## src/rtl/sig_accum_pkg.sv

```systemverilog
// sig_accum shared types: FSM state encoding and the
// rotate-left-1 XOR fold used to build the signature.
package sig_accum_pkg;

  typedef enum logic [1:0] {
    IDLE,
    SKIP,
    ACCUM,
    DONE
  } state_t;

  // Widest signature the fold helper supports.
  localparam int FOLD_W = 64;
  localparam int IDX_W  = $clog2(FOLD_W);

  // Rotates the low w bits of s left by one, then XORs in d.
  // Bits at and above w stay zero, so callers zero-extend
  // both operands and read back the low w bits.
  function automatic logic [FOLD_W-1:0] fold(
    input logic [FOLD_W-1:0] s,
    input logic [FOLD_W-1:0] d,
    input int                w
  );
    logic [FOLD_W-1:0] r;
    r = '0;
    for (int i = 1; i < FOLD_W; i++) begin
      if (i < w) r[IDX_W'(i)] = s[IDX_W'(i - 1)];
    end
    r[0] = s[IDX_W'(w - 1)];
    return r ^ d;
  endfunction

endpackage

```

## src/rtl/sig_accum.sv

```systemverilog
// sig_accum: drops SKIP beats, folds LEN beats into a signature.
// Ports: clk, rst_n, start, in_valid/in_data/in_ready, busy, done, pass, sig.
module sig_accum
  import sig_accum_pkg::*;
#(
  parameter int              DATA_W = 9,
  parameter int              SIG_W  = 32,
  parameter int              SKIP   = 10,
  parameter int              LEN    = 79,
  parameter logic [SIG_W-1:0] EXPECT = 32'he8bbd130
) (
  input  logic              clk,
  input  logic              rst_n,
  input  logic              start,
  input  logic              in_valid,
  input  logic [DATA_W-1:0] in_data,
  output logic              in_ready,
  output logic              busy,
  output logic              done,
  output logic              pass,
  output logic [SIG_W-1:0]  sig
);

  localparam int CNT_MAX = (SKIP > LEN) ? SKIP : LEN;
  localparam int CNT_W   = $clog2(CNT_MAX + 1);

  state_t            state;
  state_t            nxt;
  logic [CNT_W-1:0]  skip_cnt;
  logic [CNT_W-1:0]  acc_cnt;
  logic              beat;
  logic              go;
  logic              skip_last;
  logic              acc_last;
  logic [FOLD_W-1:0] fnext;
  logic              hit;

  // Ready comes purely from the state register.
  assign in_ready = (state == sig_accum_pkg::SKIP)
                 || (state == ACCUM);
  assign busy     = in_ready;
  assign done     = (state == DONE);

  assign beat      = in_valid & in_ready;
  assign go        = start & ~in_ready;
  assign skip_last = (skip_cnt == CNT_W'(1));
  assign acc_last  = (acc_cnt == CNT_W'(1));

  assign fnext = fold(FOLD_W'(sig), FOLD_W'(in_data), SIG_W);
  assign hit   = (fnext == FOLD_W'(EXPECT));

  always_comb begin
    nxt = state;
    unique case (state)
      IDLE, DONE: begin
        if (start) begin
          nxt = (SKIP == 0) ? ACCUM : sig_accum_pkg::SKIP;
        end
      end
      sig_accum_pkg::SKIP: begin
        if (beat && skip_last) nxt = ACCUM;
      end
      ACCUM: begin
        if (beat && acc_last) nxt = DONE;
      end
      default: nxt = IDLE;
    endcase
  end

  always_ff @(posedge clk or negedge rst_n) begin
    if (!rst_n) begin
      state    <= IDLE;
      sig      <= '0;
      pass     <= 1'b0;
      skip_cnt <= '0;
      acc_cnt  <= '0;
    end else begin
      state <= nxt;
      if (go) begin
        sig      <= '0;
        pass     <= 1'b0;
        skip_cnt <= CNT_W'(SKIP);
        acc_cnt  <= CNT_W'(LEN);
      end else if (beat) begin
        if (state == sig_accum_pkg::SKIP) begin
          skip_cnt <= skip_cnt - CNT_W'(1);
        end else begin
          sig     <= fnext[SIG_W-1:0];
          acc_cnt <= acc_cnt - CNT_W'(1);
          if (acc_last) pass <= hit;
        end
      end
    end
  end

endmodule

```

## config.mk

```make
export PLATFORM = sky130hd
export DESIGN_NAME = sig_accum
export DESIGN_NICKNAME = d
export VERILOG_FILES = /design/src/rtl/sig_accum_pkg.sv /design/src/rtl/sig_accum.sv
export SDC_FILE = /design/constraint.sdc
export NUM_CORES = 1
export LEC_CHECK = 0
export ABC_AREA = 1
export CAP_MARGIN = 30
export CORE_UTILIZATION = 50
export CTS_BUF_LIST = sky130_fd_sc_hd__clkbuf_8
export CTS_CLUSTER_DIAMETER = 200
export DETAILED_ROUTE_END_ITERATION = 10
export MAX_ROUTING_LAYER = met4
export PLACE_DENSITY = 0.85
export SKIP_LAST_GASP = 1
export SLEW_MARGIN = 20
export SYNTH_ARGS = -nofsm -noshare
export SYNTH_HDL_FRONTEND = slang
export SYNTH_SLANG_ARGS = --single-unit
```

## constraint.sdc

```tcl
create_clock -name clk -period 3.35 [get_ports clk]
set_clock_uncertainty 0.2 [all_clocks]
set_input_delay 0.67 -clock clk [delete_from_list [all_inputs] [get_ports clk]]
set_output_delay 0.67 -clock clk [all_outputs]
set_load 0.02 [all_outputs]
```

==> impl_metrics.tcl, run 1 <==
set metrics [dict create \
    vias_per_cell 4.95 \
    layout_min_cycle_time_ns 2.77 \
    drtAntennaViolNets 0 \
    clk_pin_slew_ns 0.09 \
    antenna_cells 0 \
    crit-reg2reg-capture "acc_cnt[6]" \
    die-height_um 71.9 \
    dp_hpwl_um 3720 \
    tns_ns 0 \
    r2r_slack_ns 1.09 \
    cap_violations 0 \
    switching_share_pct 42.7 \
    grt_max_degree 30 \
    avgSynthCellArea_um2 7.96 \
    max_freq_ghz 0.362 \
    num_rows 25 \
    rsz0062_at_grt "false" \
    start_kind "flop" \
    dr_wl_met3_um 226 \
    critical_path_class "reg -> out" \
    grt_pass1_vias 1987 \
    die_area_um2 5170 \
    place_inst 418 \
    fin_cells 426 \
    firstDrtPassIters 4 \
    topRoutingLayerUsed "met4" \
    cts_setup_buffers 0 \
    grt.total_usage_pct 21.8 \
    cts-resized-gates 0 \
    h-tree-depth 2 \
    ys_warn_count 0 \
    core_area_um2 4720 \
    finalWirelength_um 5120 \
    leakage_nw 1.46 \
    endpoint "busy" \
    portBuffers 48 \
    globalplace.congestion 0.869 \
    drive_gt1_share_pct 5.57 \
    grt_antenna_before_repair 0 \
    r2r_start "state[0]" \
    vias 2108 \
    area_growth_pct 27.4 \
    ys_ff_latch 49 \
    insertion_delay_ns 0.30 \
    worst_pin_slew_ns 0.497 \
    wl_met1_um 2420 \
    ios 49 \
    postCtsHoldBufs 0 \
    status "completed" \
    cts_tree "yes" \
    ys_top_cells_by_area "dfrtp_1 (50%), nand2_1 (12%), inv_1 (9.1%), o22ai_1 (5.9%), nor2_1 (4.3%)" \
    synth_cell_types 24 \
    end_kind "primary output" \
    cp.required_ns 2.48 \
    grt_overflow 0 \
    slew_violations 0 \
    syn_inst 307 \
    cts-root-buf "clkbuf_8" \
    start_util_pct 51.7 \
    hold_viol 0 \
    fill_cells 377 \
    setup_viol 0 \
    wire_per_inst_um 12.0 \
    irDropWorstVdd_mv 0.345 \
    p_sw_mw 1.03 \
    pwr-share-clk_pct 18.1 \
    cts.sinks 49 \
    min_path_type "in -> async" \
    drt-initial-drc-count 157 \
    drc 0 \
    syn_nets 328 \
    min_period_over_period_pct 82.6 \
    combPwrFrac_pct 47.3 \
    yosysTopAreaCellShare_pct 50.2 \
    syn-cell-area_um2 2440 \
    cts_max_path_buffers 2 \
    internal-power_mw 1.38 \
    die_x_um 71.9 \
    cts_buffers 5 \
    path_max_fanout 5 \
    seq_power_share_pct 34.6 \
    dr_wl_met2_um 2390 \
    grt_pass1_wl_um 8600 \
    slew_headroom_pct 66.9 \
    p_per_area_nw_per_um2 774 \
    yosysTopAreaCell "dfrtp_1" \
    ys_seq_area_share_pct 50.2 \
    cp.arrival_ns 1.90 \
    startpoint "state[0]" \
    ff2ff_path_depth 8 \
    layout.nets 379 \
]
## area by class of cell
cell class                 instances  area, µm²  area share, %
sequential                        49       1230           39.4
multi-input combinational        189        937           30.1
timing repair buffer              52        518           16.6
inverter                          61        229           7.36
tap                               67       83.8           2.69
clock buffer                       5       68.8           2.21
clock inverter                     3       50.0           1.61
## sequential cells by signal, summed over array words and instances, names as in the netlist
register,count
acc_cnt,7
pass,1
sig,32
skip_cnt,7
state,2
## power groups by stage
| stage | Clock (mW) | Sequential [mW] | Combinational, mW |
|---|---|---|---|
| CTS | 0.446 | 0.832 | 1.13 |
| detailed placement | 0 | 0.843 | 1.12 |
| global route | 0.469 | 0.855 | 1.26 |
| global placement | 0 | 0.838 | 1.10 |
| floorplan | 0 | 0.916 | 0.711 |
| finish | 0.435 | 0.833 | 1.14 |
## cell usage in the layout, fill, tap and decap left out, types with 3 or more instances in the layout
cell type	n
nand4_1	9
inv_1	59
nor2_1	28
o21ai_0	18
nand2_2	3
dfrtp_1	49
nand2_1	78
o22ai_1	23
clkbuf_8	5
buf_4	3
nand3_1	12
ha_1	8
clkdlybuf4s50_1	47
## Yosys cell counts (all sizes together)
master	number
nand3	13
buf	6
dfrtp	49
o22ai	23
ha	8
a21oi	2
or2	1
nand2	81
nor3	1
clkbuf	2
clkinv	1
nand4	9
nor2	28
inv	60
xor2	2
a22oi	1
o21ai	20
## worst min path at each step
stage | cells past startpoint | endpoint | start
detailed placement | 2 | sig[29] | sig[29]
CTS | 1 | sig[3] | rst_n
finish | 1 | skip_cnt[6] | rst_n
floorplan | 0 | acc_cnt[0] | rst_n
global route | 1 | sig[7] | rst_n
global placement | 2 | acc_cnt[6] | acc_cnt[6]
## kinds of logic after synthesis
| family | synth area share (%) |
|---|---|
| DFF | 50.2 |
| buffers and inverters | 11.5 |
| AOI/OAI and AO/OA | 10.9 |
| and+or+nand+nor | 22.7 |
| adders and majority gates | 4.10 |
| xor gates and xnor gates | 0.717 |
## stage by stage
step / worst slack (ns) / power, mW / hold slack (ns) / instance area (µm²) / util [%]
floorplan: 1.35 / 1.63 / 0.174 / 2440 / -
global placement: 0.857 / 1.94 / 0.296 / 2970 / 63.0
detailed placement: 0.761 / 1.97 / 0.301 / 2990 / 63.4
CTS: 0.584 / 2.41 / 0.127 / 3110 / 65.9
global route: 0.506 / 2.59 / 0.139 / 3110 / 65.9
finish: 0.584 / 2.41 / 0.118 / 3110 / 65.9
## per-layer routing
metal  global-route usage (%)  vias up
met2                     33.5       62
met4                     7.41        0
met5                        -        -
met3                     3.75       11
li1                         -     1071
met1                     29.5      964
## worst max-delay path, stage by stage, from the launching register on
cell and delay [ns]:
dfrtp_1 0.44, inv_1 0.07, ha_1 0.32, inv_1 0.14
clkdlybuf4s50_1 0.62
No activity file was read; power rests on OpenSTA's default activity.
==> run 2: changes to the inputs <==
- clock period: 3.35 -> 2.75 ns (I/O delays scaled with it)
==> run 2 against run 1 <==
Against the previous run:
- combinational power grew 23%
- wire length grew 4.3%
- sequential cell count is the same
- register-to-register slack lost 0.53 ns
- sequential power grew 22%
- sequential share of layout area shrank 0.079 points
- via count grew 0.66%
- clock-buffer cell count grew 1
- global-route usage grew 1.3 points
- power grew 22%
- critical endpoint unchanged
- highest routed layer unchanged
==> impl_metrics.tcl, run 2 (same netlist as run 1, synthesis figures left out) <==
set metrics [dict create \
    whs_path_depth 2 \
    rsz0062_at_grt "false" \
    grt.total_usage_pct 23.0 \
    irDropWorstVdd_mv 0.419 \
    worst_pin_slew_ns 0.308 \
    firstDrtPassIters 5 \
    drc 0 \
    met3_usage_pct 3.89 \
    max_freq_ghz 0.380 \
    start_util_pct 51.7 \
    num_rows 25 \
    place_inst 419 \
    cts_max_path_buffers 2 \
    reg_top3 "sig x32, acc_cnt x7, skip_cnt x7" \
    vias 2122 \
    finalWirelength_um 5340 \
    dp_hpwl_um 3790 \
    placed_cell_area_um2 2990 \
    area_growth_pct 27.6 \
    min_path_type "reg -> reg" \
    path_max_fanout 5 \
    layout_min_cycle_time_ns 2.63 \
    use_met1_pct 27.5 \
    slew_violations 0 \
    status "completed" \
    gr-usage-met2_pct 39.5 \
    r2r_slack_ns 0.56 \
    cp.arrival_ns 1.88 \
    grt_pass1_wl_um 9140 \
    cts.sinks 49 \
    cts_tree "yes" \
    ff2ff_path_depth 10 \
    ios 49 \
    die_area_um2 5170 \
    end_kind "primary output" \
    critical_path_class "reg -> out" \
    slew_headroom_pct 79.5 \
    clk_pin_slew_ns 0.09 \
    drt-initial-drc-count 122 \
    cts-resized-gates 0 \
    cap_violations 0 \
    r2r_start "state[0]" \
    layout.nets 381 \
    wire_per_inst_um 12.5 \
    grt_pass1_vias 2159 \
    setup_viol 0 \
    cts-root-buf "clkbuf_8" \
    min_period_over_period_pct 95.8 \
    leakage_nw 1.46 \
    tns_ns 0 \
    vias_per_cell 4.96 \
    portBuffers 48 \
    globalplace.congestion 0.804 \
    antenna_cells 0 \
    drtAntennaViolNets 0 \
    grt_busiest_layer "met2" \
    core_area_um2 4720 \
    start_kind "flop" \
    h-tree-depth 2 \
    largest_reg_flops 32 \
    whs_endpoint "acc_cnt[6]" \
    fin_cells 428 \
    hold_viol 0 \
    hold_ws_ns 0.326 \
    final_cell_mix "nand2_1 (78), inv_1 (59), dfrtp_1 (49)" \
    cts_buffers 5 \
    fin_area_um2 3120 \
    drive_gt1_share_pct 5.82 \
    grt_overflow 0 \
    fin_ws_ns 0.116 \
    die_x_um 71.9 \
    crit-reg2reg-capture "pass" \
    insertion_delay_ns 0.31 \
    cp.required_ns 2.00 \
    p_per_area_nw_per_um2 945 \
    die-height_um 71.9 \
    post-place-ws_ns 0.377 \
    hold_start "acc_cnt[6]" \
    top_register "sig" \
    cts_setup_buffers 0 \
    grt_max_degree 27 \
    layout_commonest_cell "nand2_1" \
    grt_antenna_before_repair 0 \
]
-- run 2: how the worst max path moves through the flow --
stage / start / end / slack, ns / cells after the start
floorplan: state[0] / in_ready / 0.87 / 4
global placement: in_valid / pass / 0.45 / 10
detailed placement: in_valid / pass / 0.38 / 10
CTS: state[0] / busy / 0.10 / 4
global route: state[0] / busy / 0.05 / 4
finish: state[0] / busy / 0.12 / 4
-- run 2: metal layers --
metal  up-vias  wire length, µm  share of wire (%)
met5         -                0                  0
met2        53             2580                 48
met4         0               72                1.3
met3         8              202                3.8
met1       992             2480                 46
li1       1069                -                  -
-- run 2: cell type report --
| cell class | instances | area (µm²) |
|---|---|---|
| multi-input cells | 189 | 937 |
| repair buffers | 54 | 523 |
| fillers | 408 | 1600 |
| flip-flops and latches | 49 | 1230 |
| well taps | 67 | 83.8 |
| clock buffers | 6 | 82.6 |
| inverters | 61 | 229 |
| clock inverters | 2 | 37.5 |
-- run 2: power breakdown --
part	leakage (nW)	switching, mW	internal, mW
combinational	0.765	0.882	0.516
clock	0.0574	0.240	0.296
sequential	0.640	0.127	0.888
total	1.46	1.25	1.70
-- run 2: repair_timing --
action / CTS / global route
hold endpoints to repair: 12 / 0
endpoints found under the setup margin: 0 / 0
hold buffers: 1 / 0
-- run 2: critical path: stages, from the launching register on --
cell and delay [ns]:
dfrtp_1 0.43, inv_1 0.06, ha_1 0.32, inv_1 0.13, clkdlybuf4s50_1 0.63
-- run 2: metrics by stage --
| stage | power [mW] | util (%) |
|---|---|---|
| after floorplan | 1.98 | - |
| after global placement | 2.37 | 63.3 |
| after global routing | 3.15 | 66.0 |
| final | 2.95 | 66.0 |
| after CTS | 2.96 | 66.0 |
| after detailed placement | 2.41 | 63.3 |
==> run 3: changes to the inputs <==
- CORE_UTILIZATION: 50 -> 45
- PLACE_DENSITY: 0.85 -> 0.78
- clock period: 2.75 -> 2.9 ns (I/O delays scaled with it)
==> run 3 against run 2 <==
Against the previous run:
- via count shrank 0.28%
- hold slack worse by 0.0070 ns
- power shrank 8.2%
- global-route usage down 3.7 points
- first-iteration DRC count up 41%
- sequential power is 6% lower
- clock-buffer cell count shrank 1
- largest power group unchanged
==> impl_metrics.tcl, run 3 (same netlist as run 1, synthesis figures left out) <==
set metrics [dict create \
    status "completed" \
    end_kind "primary output" \
    rsz0062_at_grt "false" \
    fill_cells 429 \
    hold_viol 0 \
    grt.total_usage_pct 19.3 \
    cp.arrival_ns 1.84 \
    vias 2116 \
    reg_top3 "sig x32, acc_cnt x7, skip_cnt x7" \
    core_area_um2 5170 \
    layout.nets 382 \
    globalplace.congestion 0.813 \
    slew_violations 0 \
    drc 0 \
    drtAntennaViolNets 0 \
    cap_violations 0 \
    seq_power_share_pct 35.5 \
    layout_min_cycle_time_ns 2.62 \
    min_path_type "reg -> reg" \
    tns_ns 0 \
    p_sw_mw 1.18 \
    r2r_start "state[0]" \
    grt_overflow 0 \
    portBuffers 48 \
    final_cell_mix "nand2_1 (78), inv_1 (59), dfrtp_1 (49)" \
    largest_reg_flops 32 \
    hold_start "acc_cnt[6]" \
    drt-initial-drc-count 172 \
    worst_pin_slew_ns 0.393 \
    wire_per_inst_um 11.5 \
    irDropWorstVdd_mv 0.409 \
    firstDrtPassIters 5 \
    grt_pass1_vias 1873 \
    max_freq_ghz 0.381 \
    antenna_cells 0 \
    cts-resized-gates 0 \
    switching_share_pct 43.7 \
    crit_family "buffers and inverters" \
    layout_commonest_cell "nand2_1" \
    combPwrFrac_pct 48.9 \
    max_stage_delay_ns 0.62 \
    top_register "sig" \
    dp_hpwl_um 3760 \
    finalWirelength_um 4970 \
    grt_max_degree 21 \
    die_x_um 75.7 \
    vias_per_cell 4.90 \
    startpoint "state[0]" \
    die-height_um 75.7 \
    setup_viol 0 \
    cp.required_ns 2.12 \
    start_kind "flop" \
    drive_gt1_share_pct 6.08 \
    internal-power_mw 1.52 \
    p_per_area_nw_per_um2 871 \
    leakage_nw 1.46 \
    cts_tree "yes" \
    worst_path_max_delay_cell "clkdlybuf4s50_1" \
    grt_pass1_wl_um 8070 \
    placed_cell_area_um2 3000 \
    fin_area_um2 3110 \
    cts.sinks 49 \
    num_rows 26 \
    path_cells "inv_1 > ha_1 > inv_1 > clkdlybuf4s50_1" \
    pwr-share-clk_pct 15.6 \
    min_period_over_period_pct 90.5 \
    area_growth_pct 27.2 \
    clk_pin_slew_ns 0.10 \
    crit_path_frequent_cell "inv_1" \
    cts_buffers 5 \
    start_util_pct 47.2 \
    die_area_um2 5730 \
    ios 49 \
    slew_headroom_pct 73.8 \
    critical_path_class "reg -> out" \
    grt_antenna_before_repair 0 \
    cts_max_path_buffers 2 \
    path_max_fanout 5 \
    critPathBufInv 3 \
    cts-root-buf "clkbuf_8" \
    multiInputGateArea_um2 937 \
    h-tree-depth 2 \
    seqCellArea_um2 1230 \
    insertion_delay_ns 0.31 \
]
run 3: changes by cell type in the layout (fill, tap and decap cells not counted), sizes merged:
cell      previous run  this run
clkinv               1         2
buf                  6         7
inv                 60        62
clkbuf               6         5
bufinv               1         0
clkinvlp             1         0
run 3: what timing repair did:
action	in CTS	in global routing
hold endpoints to repair	16	0
hold buffers	1	0
buffers inserted	0	0
run 3: layer usage:
| metal | vias to the layer above | global-route usage [%] | wire length [µm] |
|---|---|---|---|
| li1 | 1078 | - | - |
| met1 | 989 | 25.0 | 2380 |
| met2 | 47 | 31.3 | 2360 |
| met3 | 2 | 4.37 | 211 |
| met4 | 0 | 3.70 | 19 |
| met5 | - | - | 0 |
run 3: path summary, 6_finish.rpt:
| path | endpoint | slack [ns] | cells after the start |
|---|---|---|---|
| max | in_ready | 0.28 | 4 |
| min | acc_cnt[6] | 0.32 | 2 |
| max reg2reg | acc_cnt[6] | 0.80 | 8 |
| min reg2reg | acc_cnt[6] | 0.32 | 2 |
| max in group asynchronous | acc_cnt[3] | 1.37 | 3 |
| min in group asynchronous | sig[2] | 0.52 | 2 |
run 3: layout make-up:
cell class	instances	share of cell area (%)
timing repair buffer	55	17.1
tap	70	2.82
clock buffer	5	2.21
multi-input combinational	189	30.2
clock inverter	3	0.926
sequential	49	39.5
inverter	61	7.37
run 3: worst min-delay path: stages, from the launching register on:
cell	delay, ns
dfrtp_1	0.35
o21ai_0	0.08
nand3_1	0.06
run 3: power by group through the flow:
stage / clock [mW] / combinational, mW / sequential (mW)
2_1_floorplan: 0 / 0.822 / 1.06
3_3_place_gp: 0 / 1.31 / 0.972
3_5_place_dp: 0 / 1.32 / 0.974
4_1_cts: 0.435 / 1.33 / 0.962
5_1_grt: 0.467 / 1.48 / 0.979
6_report: 0.422 / 1.32 / 0.962
run 3: through the flow:
stage | hold slack [ns] | setup slack [ns] | utilization [%] | power [mW] | cells
6_report | 0.319 | 0.275 | 60.1 | 2.71 | 432
5_1_grt | 0.358 | 0.183 | 60.1 | 2.93 | 432
4_1_cts | 0.319 | 0.257 | 60.1 | 2.73 | 432
3_5_place_dp | 0.298 | 0.499 | 58.0 | 2.30 | 423
3_3_place_gp | 0.286 | 0.550 | 58.0 | 2.28 | 423
2_1_floorplan | 0.0844 | 0.986 | - | 1.88 | 307
